==> src/rtl/rv_control_unit.sv <==
// Decode-stage control unit: maps opcode/func3/func7/immediate to ALU op and
// write-back controls, registered once to form the decode/execute boundary.
module rv_control_unit #(
  parameter int OPCODE_WIDTH = 7
) (
  input  logic                    clk,
  input  logic                    rst_n,
  input  logic [OPCODE_WIDTH-1:0] opcode,
  input  logic [2:0]              func3,
  input  logic [6:0]              func7,
  input  logic [19:0]             immidiate_data,
  output logic [3:0]              alu_op,
  output logic                    reg_wen,
  output logic                    reg_flag,
  output logic [31:0]             load_data
);

  localparam logic [OPCODE_WIDTH-1:0] OP_RTYPE = OPCODE_WIDTH'(7'b0110011);
  localparam logic [OPCODE_WIDTH-1:0] OP_ITYPE = OPCODE_WIDTH'(7'b0010011);
  localparam logic [OPCODE_WIDTH-1:0] OP_LOAD  = OPCODE_WIDTH'(7'b0000011);
  localparam logic [OPCODE_WIDTH-1:0] OP_LUI   = OPCODE_WIDTH'(7'b0110111);

  localparam logic [6:0] F7_BASE = 7'b0000000;
  localparam logic [6:0] F7_ALT  = 7'b0100000;

  typedef enum logic [3:0] {
    ALU_ADD  = 4'b0000,
    ALU_SUB  = 4'b0001,
    ALU_SLL  = 4'b0010,
    ALU_SLT  = 4'b0011,
    ALU_SLTU = 4'b0100,
    ALU_XOR  = 4'b0101,
    ALU_SRL  = 4'b0110,
    ALU_SRA  = 4'b0111,
    ALU_OR   = 4'b1000,
    ALU_AND  = 4'b1001,
    ALU_NOP  = 4'b1111
  } alu_op_e;

  alu_op_e     funcOp;
  logic        funcLegal;
  logic [31:0] immSext;

  logic [3:0]  aluOp_d, aluOp_q;
  logic        regWen_d, regWen_q;
  logic        regFlag_d, regFlag_q;
  logic [31:0] loadData_d, loadData_q;

  assign immSext = {{12{immidiate_data[19]}}, immidiate_data};

  // Shared R/I func decode. For I-type, func7 is immediate bits and only
  // matters where it encodes a shift variant (func3 001/101).
  always_comb begin
    funcOp    = ALU_NOP;
    funcLegal = 1'b0;
    unique case (func3)
      3'b000: begin
        if (opcode == OP_ITYPE || func7 == F7_BASE) begin
          funcOp = ALU_ADD; funcLegal = 1'b1;
        end else if (func7 == F7_ALT) begin
          funcOp = ALU_SUB; funcLegal = 1'b1;
        end
      end
      3'b001: begin
        funcOp = ALU_SLL; funcLegal = (func7 == F7_BASE);
      end
      3'b101: begin
        if (func7 == F7_BASE) begin
          funcOp = ALU_SRL; funcLegal = 1'b1;
        end else if (func7 == F7_ALT) begin
          funcOp = ALU_SRA; funcLegal = 1'b1;
        end
      end
      default: begin
        unique case (func3)
          3'b010:  funcOp = ALU_SLT;
          3'b011:  funcOp = ALU_SLTU;
          3'b100:  funcOp = ALU_XOR;
          3'b110:  funcOp = ALU_OR;
          default: funcOp = ALU_AND;
        endcase
        funcLegal = (opcode == OP_ITYPE) || (func7 == F7_BASE);
      end
    endcase
  end

  always_comb begin
    aluOp_d    = ALU_NOP;
    regWen_d   = 1'b0;
    regFlag_d  = 1'b0;
    loadData_d = 32'h0;
    if (opcode == OP_RTYPE && funcLegal) begin
      aluOp_d  = funcOp;
      regWen_d = 1'b1;
    end else if (opcode == OP_ITYPE && funcLegal) begin
      aluOp_d    = funcOp;
      regWen_d   = 1'b1;
      loadData_d = immSext;
    end else if (opcode == OP_LOAD) begin
      aluOp_d    = ALU_ADD;
      regWen_d   = 1'b1;
      regFlag_d  = 1'b1;
      loadData_d = immSext;
    end else if (opcode == OP_LUI) begin
      aluOp_d    = ALU_NOP;
      regWen_d   = 1'b1;
      regFlag_d  = 1'b1;
      loadData_d = {immidiate_data, 12'h000};
    end
  end

  // Reset clears every output so no write enable leaks from a discarded decode.
  always_ff @(posedge clk or negedge rst_n) begin
    if (!rst_n) begin
      aluOp_q    <= 4'b0000;
      regWen_q   <= 1'b0;
      regFlag_q  <= 1'b0;
      loadData_q <= 32'h0;
    end else begin
      aluOp_q    <= aluOp_d;
      regWen_q   <= regWen_d;
      regFlag_q  <= regFlag_d;
      loadData_q <= loadData_d;
    end
  end

  assign alu_op    = aluOp_q;
  assign reg_wen   = regWen_q;
  assign reg_flag  = regFlag_q;
  assign load_data = loadData_q;

endmodule

==> config.mk <==
export PLATFORM = sky130hd
export DESIGN_NAME = rv_control_unit
export DESIGN_NICKNAME = d
export VERILOG_FILES = /design/src/rtl/rv_control_unit.sv
export SDC_FILE = /design/constraint.sdc
export NUM_CORES = 1
export LEC_CHECK = 0
export ABC_AREA = 1
export CORE_ASPECT_RATIO = 0.8
export CORE_MARGIN = 3
export CORE_UTILIZATION = 40
export DETAILED_ROUTE_END_ITERATION = 10
export DONT_BUFFER_PORTS = 1
export PLACE_DENSITY_LB_ADDON = 0.2
export SYNTH_ARGS = -nofsm -noshare
export SYNTH_HDL_FRONTEND = slang
export SYNTH_SLANG_ARGS = --single-unit
==> constraint.sdc <==
create_clock -name clk -period 0.8 [get_ports clk]
set_input_delay 0.08 -clock clk [delete_from_list [all_inputs] [get_ports clk]]
set_output_delay 0.08 -clock clk [all_outputs]
set_load 0.01 [all_outputs]
==> PnR_summary.wiki <==
{| class="wikitable"
! Metric !! Value
|-
| WP data required || between 0.9 and 1 ns
|-
| Y dimension of the die || roughly 69 um
|-
| Crit Path Category || in2reg
|-
| Detail-routed net length per standard cell || between 10 and 15 um
|-
| Number of buffers inserted by port buffering || 0
|-
| Vias || roughly 1.7k
|-
| GRT overflow || 0
|-
| Full die area || between 0.005 and 0.006 mm2
|-
| Final RePlAce weighted congestion || around 0.79
|-
| Count of max-cap constraint violations || 0
|-
| EDFF count, synth || 0
|-
| Number of inserted diodes || 0
|-
| Proportion of layout cells with a drive suffix above 1 || approximately 32%
|-
| Clock buffer count from CTS || 5
|-
| Number of top-level pins || 77
|-
| Total wire length after detailed routing || about 4600 um
|-
| Root Buffer || sky130_fd_sc_hd__clkbuf_8
|-
| Maximum resistive drop on vdd || a little over 1 mV
|-
| PD cells || roughly 1500 mW/mm2
|-
| Clock power frac || 45.6%
|-
| Detailed-routing iteration count for the pre-antenna-repair pass || 4
|-
| Int Power || 3.37 mW
|-
| Cell area after layout || 0.00278 mm2
|-
| Post-placement cell area || 0.00229 mm2
|-
| Detailed Place HPWL || 3250 um
|-
| Top cell type's share of synthesized area || 47.6%
|-
| Part of the Yosys area used for sequential elements || a little under half
|-
| Hold Slack || -0.523 ns
|-
| Portion of total power attributed to combinational logic || around 8.5%
|-
| Final critical delay including setup and external delays || 0.935 ns
|-
| Violated checks || negative hold slack, negative setup slack
|-
| Setup slack at placement || -0.446 ns
|-
| # hold bufs at CTS || 21
|-
| Post-route antenna net violation count || 0
|-
| Violation count after the first detailed-routing iteration || 54
|-
| Standard-cell rows || 22
|-
| Top cell family by delay on the critical path || simple AND/OR/NAND/NOR gates
|-
| Met1 layer usage reported by global route || between 20% and 30%
|-
| Slew at the pin closest to its max-slew limit || roughly 0.23 ns
|-
| Main area contributors after synthesis || sky130_fd_sc_hd__dfrtp_1, sky130_fd_sc_hd__nand2_1, sky130_fd_sc_hd__inv_1
|-
| Cell breakdown of the critical path || clkinv_16 -> nand2_4 -> nor2_4 -> nand2_4 -> nand3_1 -> nand3_2 -> nand2_4 -> nand3_4 -> buf_12 -> o21ai_1 -> inv_1
|-
| Mapped Nets || just under 300
|-
| Core area || 0.00471 mm2
|-
| Met2 global-route usage || 23.3%
|-
| Area of the mapped netlist || 0.00200 mm2
|-
| Global-route wire length before repair || approximately 7700 um
|-
| Path category of the worst min-delay check || in2async
|-
| Cell type with the highest occurrence count on the critical path || sky130_fd_sc_hd__nand2_4
|-
| Number of setup violations in the final report || 36
|-
| Switching power || 884 uW
|-
| Number of nets at the end of the flow || 337
|-
| Via count of the first global-routing pass || ~1.6k
|-
| Number of inserted filler cells in the final layout || 393
|-
| Peak per-stage delay on the critical path || 0.17 ns
|-
| Yosys warns || 0
|-
| Starting density of the core || between 40% and 50%
|-
| Buf/Inv on CP || 3
|-
| Top fanout value on the critical path || 13
|-
| Number of antenna violations at the first check in global routing || 0
|-
| Chip width || around 85 um
|-
| Category of the worst setup path capture point || flop
|-
| Clock transition at the registers of the reported paths || ~0.08 ns
|-
| CTS H-tree lvls || 2
|-
| Area growth syn-to-layout || 39.0%
|-
| Peak-usage layer in the global routing report || met2
|-
| Largest net degree at the start of global routing || 39
|-
| Cell taking the most area after synthesis || sky130_fd_sc_hd__dfrtp_1
|-
| Static leakage || roughly 1.6 nW
|-
| Number of sinks handled by clock tree synthesis || 38
|-
| Fin util || between 50% and 60%
|-
| FFs w/ async S/R, synth || between 90% and 100%
|-
| Hold violation total from the final report || 38
|-
| Share of total power consumed by net switching || 20.8%
|-
| Overall track demand over capacity in global routing || between 10% and 20%
|-
| Slowest cell on crit path || sky130_fd_sc_hd__buf_12
|-
| Count of unique library cells instantiated by Yosys || 25
|-
| Final Max Tran Viols || 0
|-
| Status || complete, but fails checks
|-
| Fmax || around 1100 MHz
|-
| Count of unresolved DRC violations after routing || 0
|-
| Total power draw || approximately 4.3 mW
|-
| RSZ-0062 raised after global routing || yes
|-
| Seq cells post-synth || 38
|-
| Post-route fraction of the period consumed by the critical path || 117%
|-
| Avg Synthesized Cell Area || between 7 and 8 um2
|-
| Via density || around 4.7
|-
| Reg area || 951 um2
|-
| Area of the multi-input gates || between 800 and 900 um2
|-
| Arrival time at the worst endpoint || 1.12 ns
|-
| Proportion of power drawn by flip-flops and latches || roughly 46%
|-
| Most used DFF post-synth || sky130_fd_sc_hd__dfrtp_1
|-
| TritonCTS clock tree || done
|-
| Post-layout worst setup margin || -0.135 ns
|-
| Buffer levels on the longest clock path || 2
|-
| Number of cells produced by synthesis || 252
|-
| Startpoint class of the critical path || input pin
|-
| Fraction of met3 tracks used by global routing || under 10%
|-
| Headroom to the max-slew limit || between 80 and 90%
|}
==> final cells by class <==
type                    count  share of cell area, %
flip-flops and latches     38                   34.2
multi-input cells         153                   32.3
repair buffers             48                   17.3
inverters                  52                   8.51
well taps                  60                   2.70
clock buffers               5                   2.48
clock inverters             3                   2.48
==> flip-flops by register name, summed over array words and instances, names as in the netlist <==
| name | count |
|---|---|
| alu_op | 4 |
| load_data | 32 |
| reg_flag | 1 |
| reg_wen | 1 |
==> synthesized netlist by cell type, types with 2 or more instances <==
cell	instances
sky130_fd_sc_hd__inv_2	10
sky130_fd_sc_hd__a21oi_1	2
sky130_fd_sc_hd__nor2_2	2
sky130_fd_sc_hd__nor2_1	18
sky130_fd_sc_hd__nor2_4	12
sky130_fd_sc_hd__buf_4	2
sky130_fd_sc_hd__inv_1	42
sky130_fd_sc_hd__clkbuf_1	5
sky130_fd_sc_hd__dfrtp_1	38
sky130_fd_sc_hd__nand2_2	6
sky130_fd_sc_hd__nand4_1	3
sky130_fd_sc_hd__nand3_1	6
sky130_fd_sc_hd__nand2_1	60
sky130_fd_sc_hd__o21ai_1	8
sky130_fd_sc_hd__o21ai_0	28
==> per-layer routing <==
metal,vias up,routed length [um]
met5,-,0
met4,0,0
met3,0,371
met2,49,2020
met1,779,2180
li1,854,-
==> cells by family after synthesis <==
kind of cell	after synthesis	share of synthesized area, %
buf+inv	61	12.7
simple gates	111	28.6
compound gates	42	11.1
flops	38	47.6
==> timing repair <==
item                                    CTS  global route
gates resized for setup                   9            24
buffers inserted                          1             1
hold endpoints to repair                 59            38
pin swaps                                 2             2
gates cloned                              0             1
endpoints found under the setup margin   37            57
==> cell usage in the layout (no fill, tap or decap), types with 5 or more instances in the layout <==
master	Yosys	layout
sky130_fd_sc_hd__dlygate4sd3_1	0	21
sky130_fd_sc_hd__o21ai_1	8	8
sky130_fd_sc_hd__inv_1	42	37
sky130_fd_sc_hd__nand3_1	6	5
sky130_fd_sc_hd__nand2_1	60	49
sky130_fd_sc_hd__dfrtp_1	38	38
sky130_fd_sc_hd__nor2_1	18	13
sky130_fd_sc_hd__o21ai_0	28	24
sky130_fd_sc_hd__nor2_4	12	16
sky130_fd_sc_hd__clkbuf_8	0	5
sky130_fd_sc_hd__nand2_2	6	13
sky130_fd_sc_hd__buf_4	2	22
sky130_fd_sc_hd__inv_2	10	10
==> stage by stage <==
step	setup TNS [ns]	std cells
4_1_cts	-2.57	357
2_1_floorplan	-11.83	252
3_5_place_dp	-14.67	327
5_1_grt	-6.63	359
3_3_place_gp	-14.33	327
6_report	-3.49	359
==> path summary, 6_finish.rpt <==
| kind | start | endpoint | slack (ns) | cells past startpoint |
|---|---|---|---|---|
| min in group clk | immidiate_data[18] | load_data[18]$_DFF_PN0_ | 0.03 | 4 |
| worst min-delay path | rst_n | load_data[28]$_DFF_PN0_ | -0.52 | 0 |
| max in group asynchronous | rst_n | load_data[17]$_DFF_PN0_ | 1.24 | 0 |
| worst max-delay path | func7[1] | load_data[18]$_DFF_PN0_ | -0.14 | 11 |
==> power groups by stage <==
stage,sequential [mW],clock [mW],combinational (mW)
after floorplan,1.99,0,0.187
final,1.95,1.94,0.364
after CTS,1.95,1.99,0.346
after detailed placement,1.99,0,0.253
after global routing,1.95,2.05,0.405
after global placement,1.99,0,0.250
(Power assumes the default switching activity.)
